## src/rtl/simon_pkg.sv

```systemverilog
// -----------------------------------------------------------------------------
// simon_pkg
// Shared definitions for the Simon Says phase sequencer: FSM state encoding,
// 2-bit debug phase codes, round counter width and a state-to-phase helper.
// -----------------------------------------------------------------------------
package simon_pkg;

    localparam int ROUND_W = 4;

    typedef enum logic [2:0] {
        S_IDLE  = 3'd0,
        S_GEN   = 3'd1,
        S_DISP  = 3'd2,
        S_WAIT  = 3'd3,
        S_CHECK = 3'd4,
        S_NEXT  = 3'd5,
        S_WIN   = 3'd6,
        S_LOSE  = 3'd7
    } state_t;

    localparam logic [1:0] PHASE_IDLE  = 2'b00;
    localparam logic [1:0] PHASE_DISP  = 2'b01;
    localparam logic [1:0] PHASE_WAIT  = 2'b10;
    localparam logic [1:0] PHASE_CHECK = 2'b11;

    // Debug phase code; idle, generate, round advance and end states all read 00.
    function automatic logic [1:0] phase_of(input state_t s);
        case (s)
            S_DISP:  phase_of = PHASE_DISP;
            S_WAIT:  phase_of = PHASE_WAIT;
            S_CHECK: phase_of = PHASE_CHECK;
            default: phase_of = PHASE_IDLE;
        endcase
    endfunction

endpackage

```

## src/rtl/simon_timeout_timer.sv

```systemverilog
// -----------------------------------------------------------------------------
// simon_timeout_timer
// Player-input inactivity counter used while the game waits for button presses.
// Ports:
//   clk, rst_n  - clock, asynchronous active-low reset
//   i_clear     - force count to 0 (held while not waiting for the player)
//   i_reload    - any colour button pressed: restart the count from 0
//   i_enable    - count one per cycle
//   o_tc        - terminal count: count == TIMEOUT_CYCLES-1 while enabled
// -----------------------------------------------------------------------------
module simon_timeout_timer #(
    parameter int              TO_W           = 24,
    parameter logic [TO_W-1:0] TIMEOUT_CYCLES = 24'd5_000_000
) (
    input  logic clk,
    input  logic rst_n,
    input  logic i_clear,
    input  logic i_reload,
    input  logic i_enable,
    output logic o_tc
);

    localparam logic [TO_W-1:0] TC_VAL = TIMEOUT_CYCLES - TO_W'(1);

    logic [TO_W-1:0] r_cnt;
    logic            w_at_tc;

    assign w_at_tc = (r_cnt == TC_VAL);
    assign o_tc    = i_enable & w_at_tc;

    always_ff @(posedge clk or negedge rst_n) begin
        if (!rst_n) begin
            r_cnt <= '0;
        end else if (i_clear || i_reload) begin
            r_cnt <= '0;
        end else if (i_enable && !w_at_tc) begin
            // Holding at the terminal value keeps the flag stable instead of wrapping.
            r_cnt <= r_cnt + TO_W'(1);
        end
    end

endmodule

```

## src/rtl/simon_game_ctrl.sv

```systemverilog
// -----------------------------------------------------------------------------
// simon_game_ctrl
// Central phase sequencer for the Simon Says datapath. One FSM drives the
// generate / display / wait / check stage enables, owns the round counter,
// per-round stage resets, the player-input timeout and the win/lose status.
// Ports:
//   clk, rst_n              - clock, asynchronous active-low reset
//   start                   - start button level (rising edge starts a game)
//   abort                   - synchronous soft reset, active high
//   btn_any                 - any colour button; restarts the timeout
//   gen_done/disp_done/wait_done - stage completion levels
//   check_pass/check_fail   - check stage result
//   gen_en/disp_en/wait_en/check_en - registered stage enables
//   stage_rst               - one-cycle reset pulse to display/wait/check
//   round                   - current round; sequence length = round+1
//   phase                   - debug code 00 idle/gen, 01 disp, 10 wait, 11 check
//   game_win/game_lose/timed_out - sticky status flags
// All outputs are registered from the next-state decode so they line up with
// the state register.
// -----------------------------------------------------------------------------
module simon_game_ctrl
    import simon_pkg::*;
#(
    parameter int              MAX_ROUNDS     = 16,
    parameter int              TO_W           = 24,
    parameter logic [TO_W-1:0] TIMEOUT_CYCLES = 24'd5_000_000
) (
    input  logic               clk,
    input  logic               rst_n,
    input  logic               start,
    input  logic               abort,
    input  logic               btn_any,
    input  logic               gen_done,
    input  logic               disp_done,
    input  logic               wait_done,
    input  logic               check_pass,
    input  logic               check_fail,
    output logic               gen_en,
    output logic               disp_en,
    output logic               wait_en,
    output logic               check_en,
    output logic               stage_rst,
    output logic [ROUND_W-1:0] round,
    output logic [1:0]         phase,
    output logic               game_win,
    output logic               game_lose,
    output logic               timed_out
);

    localparam logic [ROUND_W-1:0] LAST_ROUND = ROUND_W'(MAX_ROUNDS - 1);

    state_t             r_state, w_state_nxt;
    logic [ROUND_W-1:0] r_round, w_round_nxt;
    logic               r_win, w_win_nxt;
    logic               r_lose, w_lose_nxt;
    logic               r_to, w_to_nxt;
    logic               w_srst_nxt;
    logic               r_start_d;
    logic               r_start_armed;
    logic               w_start_rise;
    logic               w_tc;
    logic               w_timeout;

    // r_start_armed blocks a start held high through reset release from
    // looking like a fresh press: r_start_d holds no real sample until one
    // clock after reset.
    assign w_start_rise = start & ~r_start_d & r_start_armed;

    always_ff @(posedge clk or negedge rst_n) begin
        if (!rst_n) begin
            r_start_d     <= 1'b0;
            r_start_armed <= 1'b0;
        end else begin
            r_start_d     <= start;
            r_start_armed <= 1'b1;
        end
    end

    simon_timeout_timer #(
        .TO_W           (TO_W),
        .TIMEOUT_CYCLES (TIMEOUT_CYCLES)
    ) u_timer (
        .clk      (clk),
        .rst_n    (rst_n),
        .i_clear  (r_state != S_WAIT),
        .i_reload (btn_any),
        .i_enable (r_state == S_WAIT),
        .o_tc     (w_tc)
    );

    assign w_timeout = w_tc & ~btn_any;

    always_comb begin
        w_state_nxt = r_state;
        w_round_nxt = r_round;
        w_win_nxt   = r_win;
        w_lose_nxt  = r_lose;
        w_to_nxt    = r_to;
        w_srst_nxt  = 1'b0;
        if (abort) begin
            w_state_nxt = S_IDLE;
            w_round_nxt = '0;
            w_win_nxt   = 1'b0;
            w_lose_nxt  = 1'b0;
            w_to_nxt    = 1'b0;
            w_srst_nxt  = 1'b1;
        end else begin
            case (r_state)
                S_IDLE:  if (w_start_rise) w_state_nxt = S_GEN;
                S_GEN:   if (gen_done)     w_state_nxt = S_DISP;
                S_DISP:  if (disp_done)    w_state_nxt = S_WAIT;
                S_WAIT: begin
                    // A completed capture beats a timeout landing on the same cycle.
                    if (wait_done) begin
                        w_state_nxt = S_CHECK;
                    end else if (w_timeout) begin
                        w_state_nxt = S_LOSE;
                        w_lose_nxt  = 1'b1;
                        w_to_nxt    = 1'b1;
                    end
                end
                S_CHECK: begin
                    if (check_fail) begin
                        w_state_nxt = S_LOSE;
                        w_lose_nxt  = 1'b1;
                    end else if (check_pass) begin
                        if (r_round == LAST_ROUND) begin
                            w_state_nxt = S_WIN;
                            w_win_nxt   = 1'b1;
                        end else begin
                            w_state_nxt = S_NEXT;
                            w_srst_nxt  = 1'b1;
                            w_round_nxt = (r_round == '1) ? r_round : r_round + ROUND_W'(1);
                        end
                    end
                end
                S_NEXT:  w_state_nxt = S_DISP;
                S_WIN, S_LOSE: begin
                    if (w_start_rise) begin
                        w_state_nxt = S_GEN;
                        w_round_nxt = '0;
                        w_win_nxt   = 1'b0;
                        w_lose_nxt  = 1'b0;
                        w_to_nxt    = 1'b0;
                        w_srst_nxt  = 1'b1;
                    end
                end
                default: w_state_nxt = S_IDLE;
            endcase
        end
    end

    always_ff @(posedge clk or negedge rst_n) begin
        if (!rst_n) begin
            r_state   <= S_IDLE;
            r_round   <= '0;
            r_win     <= 1'b0;
            r_lose    <= 1'b0;
            r_to      <= 1'b0;
            gen_en    <= 1'b0;
            disp_en   <= 1'b0;
            wait_en   <= 1'b0;
            check_en  <= 1'b0;
            stage_rst <= 1'b0;
            phase     <= PHASE_IDLE;
        end else begin
            r_state   <= w_state_nxt;
            r_round   <= w_round_nxt;
            r_win     <= w_win_nxt;
            r_lose    <= w_lose_nxt;
            r_to      <= w_to_nxt;
            gen_en    <= (w_state_nxt == S_GEN);
            disp_en   <= (w_state_nxt == S_DISP);
            wait_en   <= (w_state_nxt == S_WAIT);
            check_en  <= (w_state_nxt == S_CHECK);
            stage_rst <= w_srst_nxt;
            phase     <= phase_of(w_state_nxt);
        end
    end

    assign round     = r_round;
    assign game_win  = r_win;
    assign game_lose = r_lose;
    assign timed_out = r_to;

endmodule

```

## config.mk

```make
export PLATFORM = sky130hd
export DESIGN_NAME = simon_game_ctrl
export DESIGN_NICKNAME = d
export VERILOG_FILES = /design/src/rtl/simon_pkg.sv /design/src/rtl/simon_timeout_timer.sv /design/src/rtl/simon_game_ctrl.sv
export SDC_FILE = /design/constraint.sdc
export NUM_CORES = 1
export LEC_CHECK = 0
export ABC_AREA = 0
export CELL_PAD_IN_SITES_DETAIL_PLACEMENT = 1
export CELL_PAD_IN_SITES_GLOBAL_PLACEMENT = 2
export CORE_ASPECT_RATIO = 2
export CORE_MARGIN = 2
export CORE_UTILIZATION = 38
export CTS_CLUSTER_DIAMETER = 50
export DETAILED_ROUTE_END_ITERATION = 7
export PLACE_DENSITY = 0.8
export RECOVER_POWER = 100
export SLEW_MARGIN = 0
export SYNTH_ARGS = -nofsm -noshare
export SYNTH_HDL_FRONTEND = slang
export SYNTH_SLANG_ARGS = --single-unit
```

## constraint.sdc

```tcl
create_clock -name clk -period 4.3 [get_ports clk]
set_input_delay 1.075 -clock clk [delete_from_list [all_inputs] [get_ports clk]]
set_output_delay 1.075 -clock clk [all_outputs]
set_load 0.02 [all_outputs]
```

==> reports/summary.txt <==
H-tree level count: 2
Layout Nets: 273
vias in the first global route: 1947
Main synth FF type: dfrtp_1
Worst Hold Class: flip-flop to flip-flop
Via density: 5.960
Clock Skews: 0.003662 ns
die span in y: 112.9 um
PortBufs: 23
synthesis-stage register bit count: 43
main combinational cell family by area after synthesis: simple AND/OR/NAND/NOR gates
Syn-to-layout area delta: 17.60%
sequential-to-total area share from yosys stat: 47.75%
adder-cell share of the synthesized area: 1.110%
synth warn: 0
DRT Wirelength: 5827 um
most frequent cells in the layout: dfrtp_1 (43), nor2_1 (37), nand2_1 (16), nand3_1 (16), dlygate4sd3_1 (16)
Cell Int Power: 0.0006403 W
share of total power in the clock network: 43.1%
ys async rst share: 100.0%
initial detailed-routing violation count: 35
grt ovf: 0
crit start category: primary input
synthesized cell area: 0.002253 mm2
WL/cell: 18.15 um
xor/xnor cell area share of the yosys netlist: 7.385%
GPL Wtd Cong: 0.7926
failing checks: capacitance limit, slew limit
Psw: 0.0001843 W
Post-CTS Setup Inserts: 0
crit path capture type: flip-flop
commonest non-fill, non-tap cell in the layout: dfrtp_1
Hold Buf Count CTS: 0
static leakage power: 1.135 nW
Crit path arrival time: 3.60 ns
antenna viol nets, final: 0
CTS tree: built
Syn Area/Cell: 9.548 um2
Syn Inst Count: 236
worst slew pin tran: 2.398 ns
simple-gate area share of the yosys netlist: 26.26%
CP required: 4.48 ns
vias: 1913
max_slew headroom: -59.85%
clock-pin slew on the worst setup and hold paths: 0.06 ns
CORE AREA: 0.005709 mm2
TritonCTS Buffers: 5
Final Cycle Share: 79.51%
outcome: complete, but fails checks
count of different cell masters after synthesis: 56
mux contribution to synthesized area: 0.4442%
Setup TNS: 0 ns
ANT cells: 0
Die X: 58.45 um
global-route usage over all layers: 19.64%
VDD IR max: 0.2596 mV
RSZ-0062 raised after global routing: false
Pins Over Slew Limit: 44
Synth Net Count: 248
first-pass GRT wire length: 9742 um
DIE AREA: 0.006599 mm2
Max Fanout on Critical Path: 8
largest net degree at the start of global routing: 44
DP HPWL: 4350 um
Gates resized, CTS repair: 0
Flop pwr share: 50.4%
I/O Pins: 24
share of layout cells above drive strength 1: 3.077%
compound-gate portion of the synthesized area: 14.49%
DR DRC count: 0
root buffer cell: clkbuf_16
Hold Fails Final Rpt: 0
Clk Latency, worst-skew pair: 0.29 ns
Setup violations, final: 0
power density cells: 311.2 mW/mm2
CTS Buffer Depth: 2
WHS: 0.4824 ns
Initial Utilization: 39.47%
fmax: 292.5 MHz
Final Critical Period: 3.419 ns
initial antenna violation count: 0
number of synthesized flops with an enable pin: 0
critical path class: primary input to flip-flop
# rows: 39
clk sinks: 43
maximum capacitance violations: 1
Comb pwr share: 6.5%
Sw Ratio: 22.35%
first drt pass iteration count: 4
## flip-flops by register name (all words and copies together), names as in the netlist, 2 cells and up
name,count
u_timer.r_cnt,24
round,4
r_state,3
phase,2
## cell usage after synthesis (all sizes together), types with 2 or more instances
library cell | number | area (um2)
o211a | 2 | 20.02
nand4 | 6 | 37.54
nor3b | 3 | 22.52
xor2 | 11 | 96.34
nor3 | 5 | 25.02
and4 | 3 | 26.28
nand2b | 2 | 12.51
buf | 2 | 8.750
nor2 | 37 | 138.9
o2111ai | 2 | 17.52
dfrtp | 43 | 1076
nand2 | 16 | 60.06
or2 | 2 | 12.51
and2 | 2 | 12.51
a31o | 2 | 17.52
o211ai | 2 | 15.01
a21oi | 12 | 60.06
nand3 | 16 | 80.08
nor4b | 3 | 26.28
clkbuf | 6 | 22.52
nor4 | 2 | 12.51
and3 | 2 | 12.51
o21a | 4 | 30.03
o21ai | 5 | 25.02
ha | 2 | 25.02
o22ai | 2 | 12.51
nand3b | 2 | 15.01
xnor2 | 8 | 70.07
a211oi | 3 | 27.52
nand4bb | 2 | 22.52
or3 | 3 | 23.77
inv | 6 | 22.52
## layout make-up
| class | instances | area [um2] |
|---|---|---|
| clock buffers | 6 | 128.9 |
| well taps | 61 | 76.32 |
| multi-input cells | 179 | 1107 |
| flip-flops and latches | 43 | 1076 |
| inverters | 6 | 22.52 |
| fillers | 664 | 3059 |
| repair buffers | 26 | 239.0 |
## stage by stage
step           total power [W]  cell area [um2]  cells  util [%]  setup WS (ns)
3_3_place_gp         0.0004788             2546    315     44.60          1.235
6_report             0.0008246             2650    321     46.42         0.8812
5_1_grt              0.0008567             2650    321     46.42         0.7761
3_5_place_dp         0.0004799             2546    315     44.60          1.217
2_1_floorplan        0.0004479             2253    236         -          1.697
4_1_cts              0.0008426             2675    321     46.86          1.510
## worst paths after layout
check                                           start                       endpoint  slack (ns)  cells after the start
worst max-delay path                          btn_any  u_timer.r_cnt[20]$_DFFE_PN0P_        0.88                      7
worst min-delay path            timed_out$_DFFE_PN0P_          timed_out$_DFFE_PN0P_        0.48                      1
worst max register to register   r_state[0]$_DFF_PN0_  u_timer.r_cnt[20]$_DFFE_PN0P_        1.56                      6
worst min register to register  timed_out$_DFFE_PN0P_          timed_out$_DFFE_PN0P_        0.48                      1
max in group asynchronous                       rst_n           r_state[2]$_DFF_PN0_        1.42                      1
min in group asynchronous                       rst_n   u_timer.r_cnt[3]$_DFFE_PN0P_        1.51                      1
## power groups by stage
stage,Combinational (W),Clock [W],Sequential (W)
2_1_floorplan,0.0000240,0,0.000424
3_5_place_dp,0.0000567,0,0.000423
5_1_grt,0.0000593,0.000381,0.000416
6_report,0.0000534,0.000356,0.000416
4_1_cts,0.0000568,0.000370,0.000416
3_3_place_gp,0.0000558,0,0.000423
## worst max-delay path, cell delays in order
cell	delay, ns
dlygate4sd3_1	0.54
nor4bb_1	0.05
clkbuf_1	0.22
and4_1	0.28
a2111oi_0	1.04
a21oi_1	0.15
a31o_1	0.23
## per-layer routing
layer	wire [um]	vias up	track usage (%)
met1	2135	975	20.10
met4	167	0	9.457
li1	-	901	-
met3	116	14	3.200
met5	0	-	0
met2	3407	23	36.63
## cells by family (layout without fill, tap and decap cells)
group           after synthesis  in the layout
compound gates               44             44
xor+xnor                     19             19
fa+ha+maj                     2              2
buf+inv                      14             38
flops                        43             43
mux                           1              1
other cells                   1              1
simple gates                112            112
No activity file was read; power rests on OpenSTA's default activity.
